[config.mk]
export PLATFORM = sky130hd
export DESIGN_NAME = user_sbr_demux
export DESIGN_NICKNAME = d
export VERILOG_FILES = /design/src/rtl/croc_pkg.sv /design/src/rtl/user_pkg.sv /design/src/rtl/user_err_sbr.sv /design/src/rtl/user_sbr_demux.sv
export SDC_FILE = /design/constraint.sdc
export NUM_CORES = 1
export LEC_CHECK = 0
export CAP_MARGIN = 20
export CELL_PAD_IN_SITES_DETAIL_PLACEMENT = 0
export CELL_PAD_IN_SITES_GLOBAL_PLACEMENT = 1
export CORE_MARGIN = 2
export CORE_UTILIZATION = 10
export DETAILED_ROUTE_END_ITERATION = 6
export PLACE_DENSITY_LB_ADDON = 0.15
export SLEW_MARGIN = 20
export SYNTH_ARGS = -nofsm -noshare
export SYNTH_HDL_FRONTEND = slang
export SYNTH_SLANG_ARGS = --single-unit
[constraint.sdc]
create_clock -name clk_i -period 2.4 [get_ports clk_i]
set_input_delay 0.36 -clock clk_i [delete_from_list [all_inputs] [get_ports clk_i]]
set_output_delay 0.36 -clock clk_i [all_outputs]
set_load 0.005 [all_outputs]
[src/rtl/croc_pkg.sv]
// croc_pkg: shared platform types; the address map rule format used by every demux in the SoC
package croc_pkg;
    typedef struct packed {
        int unsigned idx;
        logic [31:0] start_addr;
        logic [31:0] end_addr;
    } addr_map_rule_t;
endpackage

[src/rtl/user_pkg.sv]
// user_pkg: parameter defaults, demux output indices and address constants of the user subordinate demux
package user_pkg;
    localparam int unsigned NumDemuxSbr = 2;
    localparam int unsigned NumDemuxRules = 2;
    localparam int unsigned DemuxMaxOutstanding = 4;
    localparam logic [31:0] DemuxErrData = 32'hBADC_AB1E;
    typedef enum int unsigned {
        UserError = 0,
        UserSbr1 = 1,
        UserSbr2 = 2
    } user_demux_outputs_e;
    localparam logic [31:0] UserSbr1Start = 32'h2000_0000;
    localparam logic [31:0] UserSbr1End = 32'h2001_0000;
    localparam logic [31:0] UserSbr2Start = 32'h2001_0000;
    localparam logic [31:0] UserSbr2End = 32'h2002_0000;
    localparam croc_pkg::addr_map_rule_t [NumDemuxRules-1:0] UserAddrMap = '{
        1: '{idx: UserSbr2, start_addr: UserSbr2Start, end_addr: UserSbr2End},
        0: '{idx: UserSbr1, start_addr: UserSbr1Start, end_addr: UserSbr1End}
    };
endpackage

[src/rtl/user_err_sbr.sv]
// user_err_sbr: error subordinate; grants at once and answers with an error one cycle later
module user_err_sbr
    import user_pkg::*;
#(
    parameter logic [31:0] ErrData = DemuxErrData
) (
    input  logic        clk_i,
    input  logic        rst_i,
    input  logic        req_i,
    output logic        gnt_o,
    output logic        rvalid_o,
    output logic        err_o,
    output logic [31:0] rdata_o
);
    logic rvalid_q;
    always_ff @(posedge clk_i) begin
        rvalid_q <= rst_i ? 1'b0 : req_i;
    end
    assign gnt_o = req_i;
    assign rvalid_o = rvalid_q;
    assign err_o = rvalid_q;
    assign rdata_o = rvalid_q ? ErrData : '0;
endmodule

[src/rtl/user_sbr_demux.sv]
// user_sbr_demux: address-decoded manager-to-subordinate demux with an internal error subordinate.
// Optional USER_DEMUX_ERR_CAPTURE_EN adds a sticky error interrupt and captured error address.
module user_sbr_demux
    import user_pkg::*;
#(
    parameter int unsigned NumSbr = NumDemuxSbr,
    parameter int unsigned NumRules = NumDemuxRules,
    parameter croc_pkg::addr_map_rule_t [NumRules-1:0] AddrMap = '0,
    parameter int unsigned MaxOutstanding = DemuxMaxOutstanding,
    parameter logic [31:0] ErrData = DemuxErrData
) (
    input  logic                   clk_i,
    input  logic                   rst_i,
    input  logic                   mgr_req_i,
    input  logic                   mgr_we_i,
    input  logic [31:0]            mgr_addr_i,
    input  logic [3:0]             mgr_be_i,
    input  logic [31:0]            mgr_wdata_i,
    output logic                   mgr_gnt_o,
    output logic                   mgr_rvalid_o,
    output logic                   mgr_err_o,
    output logic [31:0]            mgr_rdata_o,
    output logic [NumSbr-1:0]      sbr_req_o,
    output logic [31:0]            sbr_addr_o,
    output logic [31:0]            sbr_wdata_o,
    output logic                   sbr_we_o,
    output logic [3:0]             sbr_be_o,
    input  logic [NumSbr-1:0]      sbr_gnt_i,
    input  logic [NumSbr-1:0]      sbr_rvalid_i,
    input  logic [NumSbr-1:0]      sbr_err_i,
    input  logic [NumSbr-1:0][31:0] sbr_rdata_i
`ifdef USER_DEMUX_ERR_CAPTURE_EN
    ,
    input  logic                   err_clr_i,
    output logic                   err_irq_o,
    output logic [31:0]            err_addr_o
`endif
);
    localparam int unsigned TgtW = $clog2(NumSbr + 1);
    localparam int unsigned CntW = $clog2(MaxOutstanding + 1);
    localparam logic [0:0] Idle = 1'b0;
    localparam logic [0:0] Active = 1'b1;
    logic [TgtW-1:0] dec, locked_q;
    logic [CntW-1:0] cnt_q, cnt_d;
    logic [0:0] state_q;
    logic allow, fwd, err_req, err_gnt, err_rvalid, err_err;
    logic rv_sel, er_sel, rv;
    logic [31:0] err_rdata, rd_sel;
    // Descending scan so the lowest-indexed matching rule overrides the rest
    always_comb begin
        dec = '0;
        for (int r = int'(NumRules) - 1; r >= 0; r--)
            if (mgr_addr_i >= AddrMap[r].start_addr && mgr_addr_i < AddrMap[r].end_addr)
                dec = TgtW'(AddrMap[r].idx);
    end
    assign allow = state_q == Idle || (dec == locked_q && cnt_q < CntW'(MaxOutstanding));
    assign fwd = mgr_req_i && allow && !rst_i;
    assign err_req = fwd && dec == '0;
    always_comb begin
        sbr_req_o = '0;
        for (int i = 0; i < int'(NumSbr); i++)
            sbr_req_o[i] = fwd && dec == TgtW'(i + 1);
    end
    assign mgr_gnt_o = err_gnt | |(sbr_req_o & sbr_gnt_i);
    assign sbr_addr_o = rst_i ? '0 : mgr_addr_i;
    assign sbr_wdata_o = rst_i ? '0 : mgr_wdata_i;
    assign sbr_we_o = mgr_we_i && !rst_i;
    assign sbr_be_o = rst_i ? '0 : mgr_be_i;
    user_err_sbr #(.ErrData(ErrData)) i_err_sbr (
        .clk_i   (clk_i),
        .rst_i   (rst_i),
        .req_i   (err_req),
        .gnt_o   (err_gnt),
        .rvalid_o(err_rvalid),
        .err_o   (err_err),
        .rdata_o (err_rdata)
    );
    always_comb begin
        rv_sel = err_rvalid;
        er_sel = err_err;
        rd_sel = err_rdata;
        for (int i = 0; i < int'(NumSbr); i++)
            if (locked_q == TgtW'(i + 1)) begin
                rv_sel = sbr_rvalid_i[i];
                er_sel = sbr_err_i[i];
                rd_sel = sbr_rdata_i[i];
            end
    end
    // Responses only count while something is outstanding, so stale rvalids after reset vanish
    assign rv = rv_sel && state_q == Active && !rst_i;
    assign mgr_rvalid_o = rv;
    assign mgr_err_o = rv && er_sel;
    assign mgr_rdata_o = rv ? rd_sel : '0;
    assign cnt_d = cnt_q + CntW'(mgr_gnt_o) - CntW'(rv);
    always_ff @(posedge clk_i) begin
        if (rst_i) begin
            cnt_q <= '0;
            state_q <= Idle;
            locked_q <= '0;
        end else begin
            cnt_q <= cnt_d;
            state_q <= cnt_d == '0 ? Idle : Active;
            if (mgr_gnt_o) locked_q <= dec;
        end
    end
`ifdef USER_DEMUX_ERR_CAPTURE_EN
    logic irq_q;
    logic [31:0] addr_q;
    always_ff @(posedge clk_i) begin
        if (rst_i || err_clr_i) begin
            irq_q <= 1'b0;
            addr_q <= '0;
        end else if (err_gnt && !irq_q) begin
            irq_q <= 1'b1;
            addr_q <= mgr_addr_i;
        end
    end
    assign err_irq_o = irq_q && !rst_i;
    assign err_addr_o = rst_i ? '0 : addr_q;
`endif
endmodule

==> results of run 1 <==
[worst max path at each step]
stage                 to  slack, ns  cells past startpoint
2_1_floorplan    state_q       0.33                     10
3_3_place_gp     state_q       0.13                      8
3_5_place_dp     state_q       0.09                      8
4_1_cts        mgr_gnt_o       0.25                      4
5_1_grt          state_q       0.16                      8
6_report       mgr_gnt_o       0.28                      4
[placed cells by master (no fill, tap or decap), drive strengths merged]
master / n
nor2b: 69
inv: 5
buf: 4
a31oi: 1
ha: 2
fa: 1
conb: 15
dfxtp: 5
nand2: 1
nor2: 5
clkbuf: 4
clkdlybuf4s50: 161
a211oi: 2
xnor3: 1
[worst max-delay path, cell delays in order]
cell and delay (ns):
clkdlybuf4s50_1 0.46, inv_1 0.05, a211oi_1 0.31, clkdlybuf4s50_1 0.58
[routing by layer]
layer,vias up,global-route usage,wire (um)
li1,632,-,-
met1,550,0.0644,1280
met2,114,0.150,2220
met3,7,0.0449,741
met4,2,0.0187,40
met5,-,0,11
[state kept, by name (all words and copies together), names as in the netlist]
name / cells
cnt_q: 3
state_q: 1
i_err_sbr.err_o: 1
[power groups by stage]
stage,Clock [W],Combinational (W),Sequential [W]
3_5_place_dp,0,0.000436,0.000120
5_1_grt,0.000166,0.000472,0.000120
3_3_place_gp,0,0.000436,0.000119
6_report,0.000157,0.000429,0.000119
4_1_cts,0.000160,0.000439,0.000119
2_1_floorplan,0,0.000182,0.000116
[through the flow]
stage,instances,hold WS (ns),setup slack [ns],area [um^2]
after floorplan,149,0.437,0.329,1010
after global placement,401,0.456,0.127,2530
after detailed placement,401,0.461,0.0860,2530
after CTS,405,0.466,0.248,2580
after global routing,405,0.477,0.156,2580
final,405,0.464,0.279,2580
[final cells by class]
| cell class | count | area share |
|---|---|---|
| timing repair buffer | 165 | 0.641 |
| tap | 129 | 0.0627 |
| clock buffer | 4 | 0.0175 |
| inverter | 5 | 0.00729 |
| multi-input combinational | 97 | 0.233 |
| sequential | 5 | 0.0389 |
[cell families after synthesis]
kind of cell,synth area share
buf+inv,0.323
other cells,0.00392
simple gates,0.475
xor+xnor,0.0236
compound gates,0.0223
fa+ha+maj,0.0471
flops,0.105
==> qor.yml, run 1 <==
fin_skew_ns: 0.00183
final_antenna_net_count: 0
power_density_mw_per_mm2: 273
setup_viol: 0
synth_seq_cells: 5
yosysWarnings: 0
hold_depth: 1
r2r_start: "state_q"
clkPwrFrac: 0.223
hold_viol_final: 0
fin_nets: 422
yosysUniqueCellTypes: 14
rows: 35
postCtsSetupBuffers: 0
synth_edf_count: 0
cts_root_buf: "clkbuf_8"
netlist.top_cell.by_area: "nor2b_1"
grt_pass1_wl_um: 6180
ctsHoldBuffers: 0
area_delta_synth_final_pct: 170
rr_worst_depth: 9
route.detailed.drc: 0
place.gp.congestion: 0.685
total_power_w: 0.000704
via_per_inst: 3.22
p_seq_frac: 0.168
ys.flop_type: "dfxtp_1"
intPower_w: 0.000521
grt_pass1_vias: 1302
dpl.hpwl_um: 3710
diodes: 0
status: "finished clean"
multi_input_area_um2: 599
worstHoldPathType: "reg2reg"
required_ns: 2.04
cap_violations: 0
grt_max_degree: 69
r2r_setup_slack_ns: 0.53
utilization: 0.279
numCtsBuffers: 3
die_h_um: 102
die_x_um: 102
fmax_mhz: 471
cp-startpoint: "mgr_req_i"
post_cts_resized: 0
overflow: 0
drt-pass1-iter-count: 2
path_clk_slew_ns: 0.03
vias: 1305
io_buffers: 162
drive_above_1_share: 0.0254
timing.rr.end: "state_q"
wl_per_cell_um: 10.6
cts_tree: "done"
synthArstFlopShare: 0
hold_start: "state_q"
crit_fanout: 2
wl_um: 4290
worst_setup_path_start_kind: "input pin"
synth_area_um2: 956
p_leak_nw: 0.957
io-pin-count: 248
synthTopCellsByArea: "nor2b_1, buf_4, dfxtp_1"
grt_use_total: 0.0764
syn_avg_cell_area_um2: 7.08
antenna_found_initial: 1
combPwrFrac: 0.609
ctsHtreeMaxLevel: 1
critPathCaptureType: "primary output"
clock_latency_ns: 0.22
core_area_mm2: 0.00924
power.switching_w: 0.000184
initial_utilization: 0.103
finalCritPeriodShare: 0.884
cts.path.max_buffers: 2
yosysSeqAreaShare: 0.105
fin_crit_ns: 2.12
rsz0062_at_grt: "no"
peakVddDrop_v: 0.000143
first_iter_violations: 7
arrival_ns: 1.76
hold_end: "i_err_sbr.err_o"
synth_commonest_cells: "nor2b_1, buf_4, dfxtp_1, inv_1, nor2_1"
syn_inst: 135
fill_cells: 985
critPathKind: "in2out"
synth_top_area_share: 0.452
clkSinkCount: 5
setup-tns-final_ns: 0
switching_share: 0.261
slew_violations: 0
register_area_um2: 100
die_area_mm2: 0.0104
synth_most_common_cell: "nor2b_1"
No activity file was read; power rests on OpenSTA's default activity.
==> run 2: changes to the inputs <==
- CORE_ASPECT_RATIO: default -> 0.8
- clock period: 2.4 -> 1.8 ns (I/O delays scaled with it)
==> run 2 against run 1 <==
Via count increased by 0.23%. Hold slack got worse by 0.13 ns. Sequential share of layout area decreased by 0.21 points. Die area about the same. Setup slack got worse by 0.26 ns. Combinational power increased by 43%. Cell count decreased by 0.99%. Count of clock-buffer cells in the layout decreased by 1. Design area increased by 6.9%. Clock power increased by 140%. Critical path type is now reg2reg. Critical endpoint is now state_q. Largest cell class unchanged. Highest routed layer unchanged.
==> qor.yml, run 2 (same netlist as run 1, synthesis figures left out) <==
status: "finished clean"
total_power_w: 0.00115  # +63%
clkSinkCount: 5  # unchanged
multi_input_area_um2: 619  # +3.3%
drive_above_1_share: 0.0874  # +0.0621
largest_register_ffs: 3  # unchanged
io_buffers: 162  # unchanged
critPathKind: "reg2reg"
ctsHtreeMaxLevel: 1  # unchanged
fill_cells: 993  # +0.81%
dpl.hpwl_um: 3890  # +4.9%
r2r_start: "state_q"
wl_um: 4330  # +0.91%
fmax_mhz: 561
core_area_mm2: 0.00915  # -0.93%
place.gp.congestion: 0.660  # -3.7%
wl_per_cell_um: 10.8  # +1.9%
io-pin-count: 248  # unchanged
crit_chain: "buf_4, a211oi_2, buf_4, ha_1, inv_1, fa_2, xnor3_1, a31oi_1"
peakVddDrop_v: 0.000212  # +49%
path_clk_slew_ns: 0.04  # about the same
grt_use_total: 0.0763  # about the same
rsz0062_at_grt: "yes"
antenna_found_initial: 1  # unchanged
route.detailed.drc: 0  # unchanged
area_delta_synth_final_pct: 188
grt_pass1_vias: 1321  # +1.5%
clock_latency_ns: 0.23  # about the same
fin_crit_ns: 1.78
fin_nets: 432  # +2.4%
die_area_mm2: 0.0104  # about the same
crit_fanout: 2  # unchanged
arrival_ns: 1.89  # +0.13 ns
power_density_mw_per_mm2: 417  # +53%
final_area_mm2: 0.00275  # +6.9%
layout_common_cells: "clkdlybuf4s50_1, nor2b_1, conb_1"
diodes: 0  # unchanged
worstHoldPathType: "in2reg"
setup_viol: 0  # unchanged
first_iter_violations: 16  # +9
crit_path_frequent_cell: "buf_4"
p_leak_nw: 1.22  # +28%
grt_max_degree: 21  # -70%
cp-startpoint: "state_q"
slew_violations: 0  # unchanged
hold_viol_final: 0  # unchanged
rows: 31  # -11%
via_per_inst: 3.26  # +1.2%
worst_setup_path_start_kind: "register"
placedInstanceArea_mm2: 0.00261  # +3.1%
grt_pass1_wl_um: 6290  # +1.8%
finalCritPeriodShare: 0.990
final_antenna_net_count: 0  # unchanged
numCtsBuffers: 3  # unchanged
setup-tns-final_ns: 0  # unchanged
drt-pass1-iter-count: 3  # +1
overflow: 0  # unchanged
vias: 1308  # +0.23%
critPathCaptureType: "register"
die_x_um: 113  # +11%
max_stage_delay_ns: 0.32  # -0.26 ns
cts.path.max_buffers: 2  # unchanged
initial_utilization: 0.104  # +0.000976
hold_start: "rst_i"
cts_root_buf: "clkbuf_16"
cap_violations: 0  # unchanged
fin_skew_ns: 0.000606  # -0.00122 ns
whs_ns: 0.333  # -0.131 ns
utilization: 0.301  # +0.0220
cts_tree: "done"
die_h_um: 91.5  # -10%
top_register: "cnt_q"
register_area_um2: 101  # +1.2%
required_ns: 1.91  # -0.13 ns
final_common_cell: "clkdlybuf4s50_1"
slowest_stage: "dfxtp_2"
## run 2: cell count changes in the layout (fill, tap and decap cells not counted), sizes merged
cell | previous run | this run
clkbuf | 4 | 3
clkinv | 0 | 1
dlymetal6s2s | 0 | 13
buf | 4 | 14
clkdlybuf4s50 | 161 | 147
dlygate4sd2 | 0 | 1
## run 2: through the flow
stage / instances / setup WS, ns
floorplan: 149 / 0.00874
global placement: 395 / -0.240
detailed placement: 395 / -0.298
CTS: 400 / 0.00258
global route: 401 / -0.0468
finish: 401 / 0.0184
## run 2: area by class of cell
class                           count  share of cell area
Clock buffer                        3              0.0273
Tap cell                          115              0.0522
Clock inverter                      1             0.00182
Inverter                            5             0.00682
Timing Repair Buffer              175               0.650
Multi-Input combinational cell     97               0.225
Sequential cell                     5              0.0368
## run 2: what timing repair did
action | CTS | global route
hold endpoints to repair | 0 | 0
pin swaps | 1 | 1
buffers inserted | 1 | 1
gates resized for setup | 2 | 19
endpoints found under the setup margin | 3 | 38
hold buffers | 0 | 0
## run 2: layer usage
layer	vias up	track usage	part of all wire
li1	652	-	-
met1	551	0.0645	0.30
met2	95	0.144	0.51
met3	8	0.0547	0.17
met4	2	0.0163	0.012
met5	-	0	0.0037
## run 2: final timing paths
check                     to  slack [ns]  depth (start not counted)
min reg2reg  i_err_sbr.err_o        0.50                          1
min          i_err_sbr.err_o        0.33                          2
max reg2reg          state_q        0.02                          8
max                  state_q        0.02                          8
## run 2: report_power, final
| group | switching, W | internal (W) | leakage [nW] |
|---|---|---|---|
| registers | 0.0000206 | 0.000141 | 0.0415 |
| logic | 0.000179 | 0.000435 | 1.14 |
| clock network | 0.0000823 | 0.000291 | 0.0409 |
| total | 0.000282 | 0.000867 | 1.22 |
## run 2: critical path: cells and delay by family, from the launching register on
family	cells	cell delay, ns
AO/OA/AOI/OAI	2	0.33
buffers and inverters	3	0.33
flip-flops	1	0.32
adder cells (fa/ha/maj)	2	0.45
XOR/XNOR	1	0.24
